## src/rtl/demux_1t3_nb.sv

```systemverilog
// demux_1t3_nb: one-to-three valid/ready demux with one-entry channels and drop counter for illegal selects
module demux_1t3_nb #(
    parameter int n = 8
) (
    input  logic         clk,
    input  logic         rst_n,
    input  logic         in_valid,
    output logic         in_ready,
    input  logic [1:0]   sel,
    input  logic [n-1:0] d_in,
    output logic [n-1:0] d0,
    output logic [n-1:0] d1,
    output logic [n-1:0] d2,
    output logic         v0,
    output logic         v1,
    output logic         v2,
    input  logic         r0,
    input  logic         r1,
    input  logic         r2,
    output logic         err,
    output logic [7:0]   err_cnt
);
    logic [n-1:0] d [3];
    logic [2:0]   v;
    logic [2:0]   r;
    logic         v_sel;
    logic         r_sel;
    logic         drop;
    logic         xfer;

    assign r  = {r2, r1, r0};
    assign d0 = d[0];
    assign d1 = d[1];
    assign d2 = d[2];
    assign v0 = v[0];
    assign v1 = v[1];
    assign v2 = v[2];

    // accept when the selected entry is empty or draining; illegal selects are always accepted and dropped
    always_comb begin
        v_sel    = sel == 2'd0 ? v[0] : sel == 2'd1 ? v[1] : v[2];
        r_sel    = sel == 2'd0 ? r[0] : sel == 2'd1 ? r[1] : r[2];
        drop     = sel == 2'd3;
        in_ready = rst_n & (drop | ~v_sel | r_sel);
        xfer     = in_valid & in_ready;
    end

    // channel entries load on transfer, clear on drain, and the drop counter saturates at 255
    always_ff @(posedge clk) begin
        if (!rst_n) begin
            for (int k = 0; k < 3; k++) d[k] <= '0;
            v       <= '0;
            err     <= 1'b0;
            err_cnt <= '0;
        end else begin
            for (int k = 0; k < 3; k++) begin
                if (xfer && sel == 2'(k)) begin
                    d[k] <= d_in;
                    v[k] <= 1'b1;
                end else if (r[k]) begin
                    v[k] <= 1'b0;
                end
            end
            err <= xfer & drop;
            if (xfer && drop && err_cnt != 8'hff) err_cnt <= err_cnt + 8'd1;
        end
    end
endmodule

```

## config.mk

```make
export PLATFORM = sky130hd
export DESIGN_NAME = demux_1t3_nb
export DESIGN_NICKNAME = d
export VERILOG_FILES = /design/src/rtl/demux_1t3_nb.sv
export SDC_FILE = /design/constraint.sdc
export NUM_CORES = 1
export LEC_CHECK = 0
export CORE_MARGIN = 2
export CORE_UTILIZATION = 43
export DETAILED_ROUTE_END_ITERATION = 10
export GPL_ROUTABILITY_DRIVEN = 0
export HOLD_SLACK_MARGIN = 0.15
export PLACE_DENSITY_LB_ADDON = 0.08
export SKIP_LAST_GASP = 1
export SLEW_MARGIN = 5
export SYNTH_ARGS = -nofsm -noshare
export SYNTH_HDL_FRONTEND = slang
export SYNTH_SLANG_ARGS = --single-unit
```

## constraint.sdc

```tcl
create_clock -name clk -period 2.1 [get_ports clk]
set_input_delay 0.21 -clock clk [delete_from_list [all_inputs] [get_ports clk]]
set_output_delay 0.21 -clock clk [all_outputs]
set_load 0.1 [all_outputs]
```

==> impl_results.md <==
* Clk pin slew, worst setup/hold paths at around 110 ps
* Unrepaired setup endpoints after global routing: no
* Via count at 1120
* Number of routed nets with antenna violations at 0
* Critical path required time at 1890 ps
* Synth Warn # at 0
* Crit path DAT at 1510 ps
* Slew HR at between 60% and 70%
* Ant diodes at 0
* Setup violators final at 0
* Worst slack at placement at approximately 120 ps
* Post-DP HPWL at between 2000 and 2500 um
* Skew-Pair Late Insertion Delay at 340 ps
* Critical path buffers and inverters at 3
* Residual DRC at 0
* Most frequent cells in the layout: buf_4, edfxtp_1, clkdlybuf4s50_1
* Worst hold path class: reg -> reg
* Min Hold Slack at 508 ps
* Avg Inst Size Synth at 13.2 um^2
* Status: complete, no violations
* Layout cells sized above 1 at approximately a third
* Seq/Total Area, Yosys at about two thirds
* Async set or reset register ratio after synthesis at 0%
* Die Y at 62.1 um
* Worst-Margin Slew at 479 ps
* Finished layout cell area at 0.00206 mm^2
* Core Rows at 21
* Number of global-route vias before repair at roughly 1100
* CTS resizes at 0
* DR pass1 iterations at 4
* Synth Cell Area at ~0.0015 mm^2
* CTS sink count at 36
* Synthesis-stage register bit count at 36
* Slack of the critical path at 382 ps
* CTS Hold Bufs at 0
* Clk_skew at slightly above 9 ps
* Area delta synth->final at 41.9%
* Setup TNS at 0 ps
* Starting density of the core at around 44%
* Pwr dens at 796 mW/mm^2
* Placed Area at just under 0.002 mm^2
* Commonest non-fill, non-tap cell in the layout: buf_4
* Total leakage power at 0.852 nW
* Reg-to-reg slack, setup at 480 ps
* Critical R2R Launch: v[0]
* R2r endpoint: d[0][18]
* Clock tree buffer depth at 2
* Setup crit end kind: output pin
* Critical Path Sink: in_ready
* Initial antenna violation count at 0
* WP depth at 5
* Final min period at 1720 ps
* Nets at approximately 190
* Mapped Cells at 110
* Max Cap Viol at 0
* CTS buffer count at 5
* Fmax at 0.582 GHz
* Syn_nets at 127
* First-pass GRT wire length at 5140 um
* Cells along the critical path: clkdlybuf4s50_1, inv_1, o31ai_1, nor2_2, buf_12
* Die footprint at 0.00386 mm^2
* Startpoint types: input pin
* GRT Total Usage at 17.2%
* Largest net degree at the start of global routing at 18
* Setup CP Type: in -> out
* CP startpoint: sel[1]
* # IOs at 53
* Crit Path Max Fanout at 6
* Reg2Reg Depth at 3
* Wirelength, routed at 3060 um
* Top delay family on crit path: buffers and inverters
* Clk root buf: clkbuf_4
* Crit-path slowest cell: clkdlybuf4s50_1
* Die X at between 60 and 70 um
* WL per Instance at ~14 um
* Grt total ovfl at 0
* Fin crit share at 81.8%
* DRT iter0 DRCs at 37
* Post-synth EDFFs at 24
* Max IR drop VDD at 403 uV
* Fin. Hold Viols at 0
* Distinct cells, synth at 34
* # Post-CTS Setup Buffers at 0
* Top_reg_cell synth: edfxtp_1
* Post-DR vias/cell at roughly 5.1
* CTS tree: built
* Core area at about 0.0033 mm^2
* Slew Viols, Final at 0
* H-tree depth at 2
* IO Port Bufs at 52
* CP peak stage delay at a little over 600 ps
-- per-stage QoR --
stage	cells	power (mW)	utilization [%]
6_report	218	1.64	62.8
5_1_grt	218	1.70	62.8
2_1_floorplan	110	1.09	-
3_5_place_dp	210	1.19	60.5
4_1_cts	218	1.66	62.8
3_3_place_gp	210	1.19	60.5
-- synth_stat cells, types with 2 or more instances --
| master | instances | area, um^2 |
|---|---|---|
| o21ai_0 | 3 | 15.0 |
| or4_1 | 2 | 15.0 |
| and3_1 | 2 | 12.5 |
| o211a_1 | 2 | 20.0 |
| dfxtp_1 | 12 | 240 |
| nand2b_1 | 3 | 18.8 |
| a21boi_0 | 2 | 15.0 |
| mux2i_1 | 3 | 30.0 |
| nand4_1 | 3 | 18.8 |
| a21oi_1 | 2 | 10.0 |
| nand3_1 | 5 | 25.0 |
| nor2b_1 | 2 | 12.5 |
| inv_1 | 6 | 22.5 |
| nand2_1 | 9 | 33.8 |
| nor3_1 | 4 | 20.0 |
| o2111ai_1 | 2 | 17.5 |
| edfxtp_1 | 24 | 721 |
| nor3b_1 | 8 | 60.1 |
-- flip-flops by register name (all words and copies together), names as in the netlist --
| signal | count |
|---|---|
| err | 1 |
| d | 24 |
| v | 3 |
| err_cnt | 8 |
-- final cells by class --
type                    count  area [um^2]
fillers                   268         1220
flip-flops and latches     36          965
multi-input cells          66          472
repair buffers             56          470
well taps                  46         57.6
clock buffers               6         41.3
clock inverters             2         35.0
inverters                   6         22.5
-- report_power, final --
part,internal [mW],switching (mW)
logic,0.0868,0.286
registers,0.788,0.0108
clock network,0.250,0.221
-- routing by layer --
metal	GRT usage, %	routed length [um]	part of all wire [%]
met1	20.3	1260	41
met2	28.5	1520	50
met3	5.62	223	7.3
met4	8.33	57	1.9
met5	0	0	0
-- cells by family (layout without fill, tap and decap cells) --
| logic type | count (synthesis) | in the layout | share of synthesized area [%] |
|---|---|---|---|
| simple gates | 44 | 44 | 18.8 |
| flops | 36 | 36 | 66.1 |
| compound gates | 18 | 18 | 9.98 |
| buf+inv | 8 | 70 | 2.15 |
| mux | 3 | 3 | 2.07 |
| fa+ha+maj | 1 | 1 | 0.860 |
-- worst register-to-register path, cell delays in order, from the launching register on --
cell and delay, ps:
dfxtp_2 340, or3b_1 390, a32oi_2 470, nor3b_1 150
-- worst min-delay path by stage --
stage	cells past startpoint	slack, ps	end	from
final	1	510	err_cnt[0]	err_cnt[0]
after global routing	1	540	err_cnt[0]	err_cnt[0]
after CTS	1	510	err_cnt[0]	err_cnt[0]
after detailed placement	1	490	err_cnt[0]	err_cnt[0]
after global placement	2	480	err_cnt[1]	err_cnt[1]
after floorplan	2	360	v[2]	in_valid
No activity file was read; power rests on OpenSTA's default activity.
